**config.mk**
```make
export PLATFORM = sky130hd
export DESIGN_NAME = mips_trace_fifo
export DESIGN_NICKNAME = d
export VERILOG_FILES = /design/src/rtl/mips_trace_pkg.sv /design/src/rtl/mips_sync_fifo.sv /design/src/rtl/mips_trace_fifo.sv
export SDC_FILE = /design/constraint.sdc
export NUM_CORES = 1
export LEC_CHECK = 0
export BUFFER_PORTS_ARGS = -buffer_cell sky130_fd_sc_hd__buf_4
export CORE_UTILIZATION = 25
export DETAILED_ROUTE_END_ITERATION = 10
export GPL_ROUTABILITY_DRIVEN = 0
export SLEW_MARGIN = 25
export SYNTH_ARGS = -nofsm -noshare
export SYNTH_HDL_FRONTEND = slang
export SYNTH_SLANG_ARGS = --single-unit
```
**constraint.sdc**
```tcl
create_clock -name clk -period 4.3 [get_ports clk]
set_input_delay 0.215 -clock clk [delete_from_list [all_inputs] [get_ports clk]]
set_output_delay 0.215 -clock clk [all_outputs]
set_load 0.01 [all_outputs]
```
**src/rtl/mips_trace_pkg.sv**
```systemverilog
// Shared types and defaults for the MIPS trace capture path.
// Entry layout is {pc, alu}; the FIFO stores it as one flat word.
package mips_trace_pkg;

  localparam int TRACE_PC_WIDTH   = 16;
  localparam int TRACE_DATA_WIDTH = 16;
  localparam int TRACE_DEPTH      = 16;
  localparam int TRACE_OVF_WIDTH  = 8;

  typedef struct packed {
    logic [TRACE_PC_WIDTH-1:0]   pc;
    logic [TRACE_DATA_WIDTH-1:0] alu;
  } trace_entry_t;

  localparam int TRACE_ENTRY_WIDTH = $bits(trace_entry_t);

endpackage

```
**src/rtl/mips_sync_fifo.sv**
```systemverilog
// Generic first-word-fall-through synchronous FIFO with occupancy count.
// DEPTH must be a power of two (>= 2) so the pointers wrap naturally.
module mips_sync_fifo
  import mips_trace_pkg::*;
#(
  parameter int WIDTH = TRACE_ENTRY_WIDTH,
  parameter int DEPTH = TRACE_DEPTH
) (
  input  logic                     clk,
  input  logic                     rst_n,
  input  logic                     push,
  input  logic                     pop,
  input  logic [WIDTH-1:0]         din,
  output logic [WIDTH-1:0]         dout,
  output logic [$clog2(DEPTH):0]   count,
  output logic                     full,
  output logic                     empty
);

  localparam int AW = $clog2(DEPTH);
  localparam logic [AW:0] FULL_CNT = (AW+1)'(DEPTH);

  logic [WIDTH-1:0] mem [DEPTH];
  logic [AW-1:0]    wr_ptr;
  logic [AW-1:0]    rd_ptr;
  logic [AW:0]      count_q;
  logic             do_push;
  logic             do_pop;

  // A push into a full FIFO is only legal when the head leaves on the same edge.
  assign do_pop  = pop && (count_q != '0);
  assign do_push = push && ((count_q != FULL_CNT) || do_pop);

  always_ff @(posedge clk) begin
    if (do_push) begin
      mem[wr_ptr] <= din;
    end
  end

  always_ff @(posedge clk or negedge rst_n) begin
    if (!rst_n) begin
      wr_ptr  <= '0;
      rd_ptr  <= '0;
      count_q <= '0;
    end else begin
      if (do_push) begin
        wr_ptr <= wr_ptr + AW'(1);
      end
      if (do_pop) begin
        rd_ptr <= rd_ptr + AW'(1);
      end
      case ({do_push, do_pop})
        2'b10:   count_q <= count_q + (AW+1)'(1);
        2'b01:   count_q <= count_q - (AW+1)'(1);
        default: count_q <= count_q;
      endcase
    end
  end

  // Head is forced to zero while empty so nothing stale leaks out after reset.
  assign dout  = (count_q == '0) ? '0 : mem[rd_ptr];
  assign count = count_q;
  assign full  = (count_q == FULL_CNT);
  assign empty = (count_q == '0);

endmodule

```
**src/rtl/mips_trace_fifo.sv**
```systemverilog
// Passive PC-change tracer: records (pc, alu) whenever the CPU PC changes,
// buffers entries in a FIFO and counts (never stalls on) overflow.
module mips_trace_fifo
  import mips_trace_pkg::*;
#(
  parameter int PC_WIDTH   = TRACE_PC_WIDTH,
  parameter int DATA_WIDTH = TRACE_DATA_WIDTH,
  parameter int DEPTH      = TRACE_DEPTH,
  parameter int OVF_WIDTH  = TRACE_OVF_WIDTH
) (
  input  logic                    clk,
  input  logic                    rst_n,
  input  logic                    capture_en,
  input  logic [PC_WIDTH-1:0]     pc_in,
  input  logic [DATA_WIDTH-1:0]   alu_in,
  output logic                    trace_valid,
  input  logic                    trace_ready,
  output logic [PC_WIDTH-1:0]     trace_pc,
  output logic [DATA_WIDTH-1:0]   trace_alu,
  output logic [$clog2(DEPTH):0]  count,
  output logic                    full,
  output logic [OVF_WIDTH-1:0]    overflow_cnt
);

  localparam int EW = PC_WIDTH + DATA_WIDTH;

  logic [PC_WIDTH-1:0] last_pc;
  logic                first;
  logic                capture;
  logic                push;
  logic                pop;
  logic                drop;
  logic                fifo_full;
  logic                fifo_empty;
  logic [EW-1:0]       head;

  // Stream handshake: an entry transfers on the rising edge where
  // trace_valid && trace_ready; the head stays stable while valid && !ready,
  // and trace_ready has no effect while the FIFO is empty.
  assign capture = capture_en && (first || (pc_in != last_pc));
  assign pop     = trace_valid && trace_ready;
  assign push    = capture && (!fifo_full || pop);
  assign drop    = capture && fifo_full && !pop;

  // The PC is remembered even when its entry is dropped, so a stalled CPU
  // does not refill the FIFO with the same address.
  always_ff @(posedge clk or negedge rst_n) begin
    if (!rst_n) begin
      last_pc <= '0;
      first   <= 1'b1;
    end else if (capture) begin
      last_pc <= pc_in;
      first   <= 1'b0;
    end
  end

  always_ff @(posedge clk or negedge rst_n) begin
    if (!rst_n) begin
      overflow_cnt <= '0;
    end else if (drop && (overflow_cnt != '1)) begin
      overflow_cnt <= overflow_cnt + OVF_WIDTH'(1);
    end
  end

  mips_sync_fifo #(
    .WIDTH (EW),
    .DEPTH (DEPTH)
  ) u_fifo (
    .clk   (clk),
    .rst_n (rst_n),
    .push  (push),
    .pop   (pop),
    .din   ({pc_in, alu_in}),
    .dout  (head),
    .count (count),
    .full  (fifo_full),
    .empty (fifo_empty)
  );

  assign {trace_pc, trace_alu} = head;
  assign trace_valid           = !fifo_empty;
  assign full                  = fifo_full;

endmodule

```
; Word level (Yosys, flattened, before mapping)
; Memory sizes are Yosys's and may differ from the RTL's.
; Cells that the tools add are included.
[totals]
elab_cells = 39
regBits = 38
input_bits = 36
ram_bits = 512
mem_count = 1
latchBits = 0
rom_bits = 0
[memory_table]
columns = memory, depth, width, rd, rd_ports_with_merged_regs, write_ports, line_no
row1 = u_fifo.mem, 16, 32, 1, 0, 1, mips_sync_fifo.sv:23  ; logic [WIDTH-1:0] mem [DEPTH];
[classes]
mux = 4
magnitude_cmp = 0
add_sub_neg = 5
n_div = 0
bitwise = 0
n_shift = 0
reduce_logical = 17
multipliers = 0
n_eq_ne = 6
[op_table]
columns = op, n
row1 = 2-to-1 mux 32 bit, 1
row2 = inequality test 16 bit, 1
row3 = one-hot mux 5 bit (2 select lines), 1
row4 = adder 4 x 1 -> 4 bit (second input constant), 2
row5 = adder 8 x 1 -> 8 bit (second input constant), 1
row6 = logical AND 1 bit, 8
row7 = inequality test 8 bit (second input constant), 1
row8 = adder 5 x 1 -> 5 bit (second input constant), 1
row9 = equality test 5 bit (second input constant), 1
row10 = logical NOT 5 bit, 1
row11 = inequality test 5 bit (second input constant), 1
row12 = nonzero test 5 bit, 1
row13 = subtractor 5 x 1 -> 5 bit (second input constant), 1
row14 = logical NOT 1 bit, 3
row15 = logical OR 1 bit, 3
row16 = equality test 2 x 1 -> 1 bit (second input constant), 1
row17 = equality test 2 bit (second input constant), 1
row18 = 2-to-1 mux 1 bit, 2
row19 = nonzero test 2 bit, 1

; Depth between registers and ports, before layout
[logic_depth]
word_depth = 8
depth_mapped = 17
depth_no_buf = 14

; By module
; Synthesis repeated with hierarchy kept, for this count alone.
[hier_totals]
cells_unflattened = 974
hier_area_um2 = 22148.7
[by_module_without_submodules]
columns = module, area_per_inst_um2, n_inst, cells_each
row1 = mips_sync_fifo, 20932.6, 1, 877
row2 = mips_trace_fifo, 1216.2, 1, 97

; Least setup slack after synthesis
; OpenSTA, ideal clock, no wires.
[synth_path]
path_kind = register to register
from = register u_fifo.count_q[1] (netlist: u_fifo.count[1])
to = memory u_fifo.mem[3][0] (netlist name), enable pin
path_stages_with_launch = 9
setup_time_ns = 0.461
setup_slack_ns = 0.241
path_buffers = 2
arrival_ns = 3.598
cell_sequence = dfrtp_1 -> clkbuf_1 -> nor4_2 -> nand3b_1 -> nand2_1 -> a21oi_1 -> clkbuf_1 -> nand2_1 -> nor3_1
[synth_via]
elab_chain_cells = 8
[synth_lines]
columns = element, line_no
row1 = "start, declared", mips_sync_fifo.sv:26  ; logic [AW:0] count_q;
row2 = "start signal, assigned", mips_sync_fifo.sv:53  ; 2'b10: count_q <= count_q + (AW+1)'(1);
row3 = "start signal, assigned", mips_sync_fifo.sv:54  ; 2'b01: count_q <= count_q - (AW+1)'(1);
row4 = "start signal, assigned", mips_sync_fifo.sv:55  ; default: count_q <= count_q;
row5 = logical NOT 5 bit, mips_sync_fifo.sv:64  ; assign empty = (count_q == '0);
row6 = logical NOT 1 bit, mips_trace_fifo.sv:81  ; assign trace_valid = !fifo_empty;
row7 = logical AND 1 bit, mips_trace_fifo.sv:41  ; assign pop = trace_valid && trace_ready;
row8 = logical OR 1 bit / logical AND 1 bit (equally long branches), "mips_trace_fifo.sv:42, mips_sync_fifo.sv:31"
row9 = logical AND 1 bit / logical OR 1 bit (equally long branches), "mips_trace_fifo.sv:42, mips_sync_fifo.sv:32"
row10 = logical AND 1 bit *, mips_sync_fifo.sv:32  ; assign do_push = push && ((count_q != FULL_CNT) || do_pop);
row11 = 2-to-1 mux 1 bit *, mips_sync_fifo.sv:35  ; if (do_push) begin
row12 = 2-to-1 mux 1 bit (not written as such) *, mips_sync_fifo.sv:36  ; mem[wr_ptr] <= din;
row13 = "end, declared", mips_sync_fifo.sv:23
; Mark *: on every way between the ends. The rest lies on a longest branch, timed or not.

; Final worst setup path
[layout_path]
from = input port pc_in[15]
to = register u_fifo.count_q[4] (netlist: u_fifo.count[4])
[layout_via]
elab_chain_cells = 7
[layout_lines]
columns = element, line_no
row1 = "start, declared", mips_trace_fifo.sv:14  ; input logic [PC_WIDTH-1:0] pc_in,
row2 = inequality test 16 bit *, mips_trace_fifo.sv:40  ; assign capture = capture_en && (first || (pc_in != last_pc));
row3 = logical OR 1 bit *, mips_trace_fifo.sv:40
row4 = logical AND 1 bit *, mips_trace_fifo.sv:40
row5 = logical AND 1 bit *, mips_trace_fifo.sv:42  ; assign push = capture && (!fifo_full || pop);
row6 = logical AND 1 bit *, mips_sync_fifo.sv:32
row7 = equality test 2 x 1 -> 1 bit / equality test 2 bit (equally long branches), mips_sync_fifo.sv:52  ; case ({do_push, do_pop})
row8 = one-hot mux 5 bit (2 select lines) / nonzero test 2 bit (equally long branches), n/a
; Marked as above.
; A chain may end at the register's enable or synchronous reset.

==> results_dict.tcl <==
set metrics [dict create \
    rr_worst_depth 14 \
    dominantRegCellSynth "sky130_fd_sc_hd__edfxtp_1" \
    synth_top_cells_by_area "sky130_fd_sc_hd__edfxtp_1, sky130_fd_sc_hd__mux4_2, sky130_fd_sc_hd__dfrtp_1" \
    layout-area-overhead-vs-synth_pct 18.7 \
    register_area_mm2 0.0163 \
    drc 0 \
    ys_seq_elements 550 \
    first_global_vias 10600 \
    worst_clock_skew_ns 0.0198 \
    hpwl_um 27600 \
    worst_path_max_delay_cell "sky130_fd_sc_hd__nor4_1" \
    min_period_ns 3.45 \
    placeableCoreArea_mm2 0.0851 \
    ys_warn_count 0 \
    clkTransAtPathRegs_ns 0.06 \
    max_stage_delay_ns 0.61 \
    synth_largest_area_cell "sky130_fd_sc_hd__edfxtp_1" \
    report.final.hold_viol_count 0 \
    clock_power_share 0.272 \
    postCtsResizedCells 0 \
    synth_top_cell_area_share 0.715 \
    pwr_density_cell_mw_per_mm2 632 \
    antenna_cells 0 \
    nets 1130 \
    multi_input_area_mm2 0.00491 \
    critical_path.reg2reg.startpoint "last_pc[2]" \
    gr-usage-all-layers 0.113 \
    fin_crit_sh 0.803 \
    synthCells 932 \
    netlist-cell-type-count 36 \
    post_drt_wl_per_cell_um 21.4 \
    wirelength_um 48500 \
    cp_max_fanout 18 \
    num-fill-cells 8296 \
    clock_tree.root_cell "sky130_fd_sc_hd__clkbuf_16" \
    overflow 0 \
    cts_made_buffers 54 \
    power.ir.vdd_worst_v 0.000423 \
    number_of_antenna_violations_at_the_first_check_in_global_routing 5 \
    nature_of_the_critical_path_startpoint "primary input" \
    drive_above_1_share 0.332 \
    avgSynthCellArea_um2 23.1 \
    setup_viol 0 \
    drt-vias-per-instance 4.35 \
    power.static_leakage_uw 0.00816 \
    netlist_area_before_placement_mm2 0.0215 \
    drt_first_pass_iters 4 \
    power.switching_uw 4680 \
    worst_slew_margin_rel 0.343 \
    initial_utilization 0.252 \
    die_width_um 295 \
    grt_setup_unrepaired "no" \
    synth_async_sr_flop_share 0.0691 \
    clock_sink_count 550 \
    timing.critical_path.cells "dlygate4sd3_1, buf_4, xnor2_1, nand4_1, nor4_1, a21oi_1, inv_1, ha_1, xor2_1, ha_1, o21a_1, o22a_1, a21oi_1, xor2_1, nor2_1, xor2_1" \
    worstSetupEndpointType "flip-flop" \
    layout_common_cells "sky130_fd_sc_hd__edfxtp_1, sky130_fd_sc_hd__mux4_2, sky130_fd_sc_hd__buf_4" \
    worst_hold_path_type "primary input to asynchronous set/reset pin" \
    area_of_the_die_mm2 0.0871 \
    crit_buf_inv 3 \
    reg2reg_setup_slack_ns 0.87 \
    crit_type "primary input to flip-flop" \
    run_status "finished, final reports clean" \
    post-cts-setup-buffer-count 0 \
    part_of_the_power_in_registers 0.427 \
    clk_latency_ns 0.60 \
    internal-power_uw 11400 \
    crit_top_cell "sky130_fd_sc_hd__xor2_1" \
    drv.max_cap_violation_count 0 \
    fmaxAchievable_mhz 290 \
    reg2reg_to "u_fifo.count[4]" \
    worst_hold_slack_ns 0.138 \
    timing.setup.tns_ns 0 \
    synth_nets 978 \
    io-pin-count 83 \
    layout_commonest_cell "sky130_fd_sc_hd__edfxtp_1" \
    seq_area_frac_synth 0.760 \
    critical_path_arrival_ns 3.94 \
    drc_marker_count_from_the_first_detailed_route_iteration 694 \
    cts_buffer_depth 3 \
    route.antenna.remaining_nets 0 \
    core.rowCount 107 \
    die_h_um 295 \
    ctsHtreeMaxLevel 2 \
    power.share.combinational 0.301 \
    routed-via-count 9857 \
    synth_enable_flop_cells 512 \
    critPathTopFamily "buffers and inverters" \
    worst_pin_slew_ns 0.985 \
    required_time_of_the_worst_setup_path_ns 4.78 \
    wire_length_of_the_first_global_routing_pass_um 72000 \
    power.switching_fraction 0.290 \
    clock_tree_from_tritoncts "done" \
    post-place-cells 2138 \
    place.port_buffers 82 \
    timing.final.max_slew_violations 0 \
    final_cells 2266 \
    grt_start_max_net_pins 69 \
]
final cells by class:
| type | instances | area share |
|---|---|---|
| repair buffers | 145 | 0.0480 |
| multi-input cells | 330 | 0.192 |
| flip-flops and latches | 550 | 0.640 |
| inverters | 3 | 0.000441 |
| clock buffers | 68 | 0.0558 |
| well taps | 1144 | 0.0561 |
| clock inverters | 26 | 0.00721 |
cell families (layout without fill, tap and decap cells):
| kind of cell | count (synthesis) | in the layout | share of synthesized area |
|---|---|---|---|
| muxes | 179 | 179 | 0.178 |
| DFF | 550 | 550 | 0.760 |
| adders and majority gates | 10 | 10 | 0.00582 |
| and+or+nand+nor | 92 | 92 | 0.0251 |
| xor gates and xnor gates | 36 | 36 | 0.0147 |
| buffers and inverters | 52 | 242 | 0.0133 |
| AOI/OAI and AO/OA | 13 | 13 | 0.00390 |
power groups by stage:
| stage | logic [uW] | clock network, uW | registers [uW] |
|---|---|---|---|
| 6_report | 4860 | 4380 | 6880 |
| 5_1_grt | 5280 | 4680 | 6950 |
| 4_1_cts | 5050 | 4480 | 6900 |
| 3_5_place_dp | 5000 | 0 | 7010 |
| 3_3_place_gp | 4980 | 0 | 6980 |
| 2_1_floorplan | 3370 | 0 | 6680 |
per-stage QoR:
| stage | util | setup WS [ns] | area, um2 | power (uW) |
|---|---|---|---|---|
| 4_1_cts | 0.300 | 0.833 | 25500 | 16400 |
| 6_report | 0.300 | 0.846 | 25500 | 16100 |
| 5_1_grt | 0.300 | 0.555 | 25500 | 16900 |
| 3_3_place_gp | 0.277 | 0.793 | 23600 | 12000 |
| 2_1_floorplan | - | 0.241 | 21500 | 10100 |
| 3_5_place_dp | 0.277 | 0.838 | 23600 | 12000 |
flip-flops by register name, indices dropped and copies added, names as in the netlist:
| name | cells |
|---|---|
| last_pc | 16 |
| u_fifo.count | 5 |
| overflow_cnt | 8 |
| u_fifo.mem | 512 |
| first | 1 |
| u_fifo.wr_ptr | 4 |
| u_fifo.rd_ptr | 4 |
synth_stat cells, types with 2 or more instances:
cell type / number
sky130_fd_sc_hd__nor2_1: 7
sky130_fd_sc_hd__o21ai_0: 3
sky130_fd_sc_hd__clkbuf_1: 24
sky130_fd_sc_hd__and3_1: 15
sky130_fd_sc_hd__nor3_1: 2
sky130_fd_sc_hd__nor4_1: 4
sky130_fd_sc_hd__buf_6: 11
sky130_fd_sc_hd__xor2_1: 15
sky130_fd_sc_hd__nand3_1: 2
sky130_fd_sc_hd__a21oi_1: 4
sky130_fd_sc_hd__ha_1: 10
sky130_fd_sc_hd__mux2_2: 11
sky130_fd_sc_hd__mux4_2: 160
sky130_fd_sc_hd__and2_1: 36
sky130_fd_sc_hd__inv_1: 3
sky130_fd_sc_hd__nand2b_1: 2
sky130_fd_sc_hd__mux2_1: 8
sky130_fd_sc_hd__xnor2_1: 21
sky130_fd_sc_hd__edfxtp_1: 512
sky130_fd_sc_hd__nand2_1: 10
sky130_fd_sc_hd__buf_2: 6
sky130_fd_sc_hd__nor2b_1: 3
sky130_fd_sc_hd__buf_1: 8
sky130_fd_sc_hd__nand4_1: 7
sky130_fd_sc_hd__dfrtp_1: 37
routing by layer:
metal  vias to the layer above  GRT usage  share of wire
met4                         4     0.0265          0.015
li1                       4206          -              -
met2                       275      0.185           0.49
met5                         -          0        0.00041
met3                        62     0.0203          0.052
met1                      5310      0.156           0.44
timing repair:
item	CTS	global route
endpoints found under the hold margin	566	0
hold buffers	34	0
setup endpoints to repair	0	0
how the worst max path moves through the flow:
stage,from,to,slack [ns],depth (start not counted)
2_1_floorplan,u_fifo.count[1],u_fifo.mem[3][0],0.24,8
3_3_place_gp,pc_in[13],u_fifo.count[4],0.79,15
3_5_place_dp,pc_in[13],u_fifo.count[4],0.84,15
4_1_cts,last_pc[2],u_fifo.count[4],0.83,14
5_1_grt,pc_in[15],u_fifo.count[4],0.56,16
6_report,pc_in[15],u_fifo.count[4],0.85,16
Power figures use the tool's default switching activity.
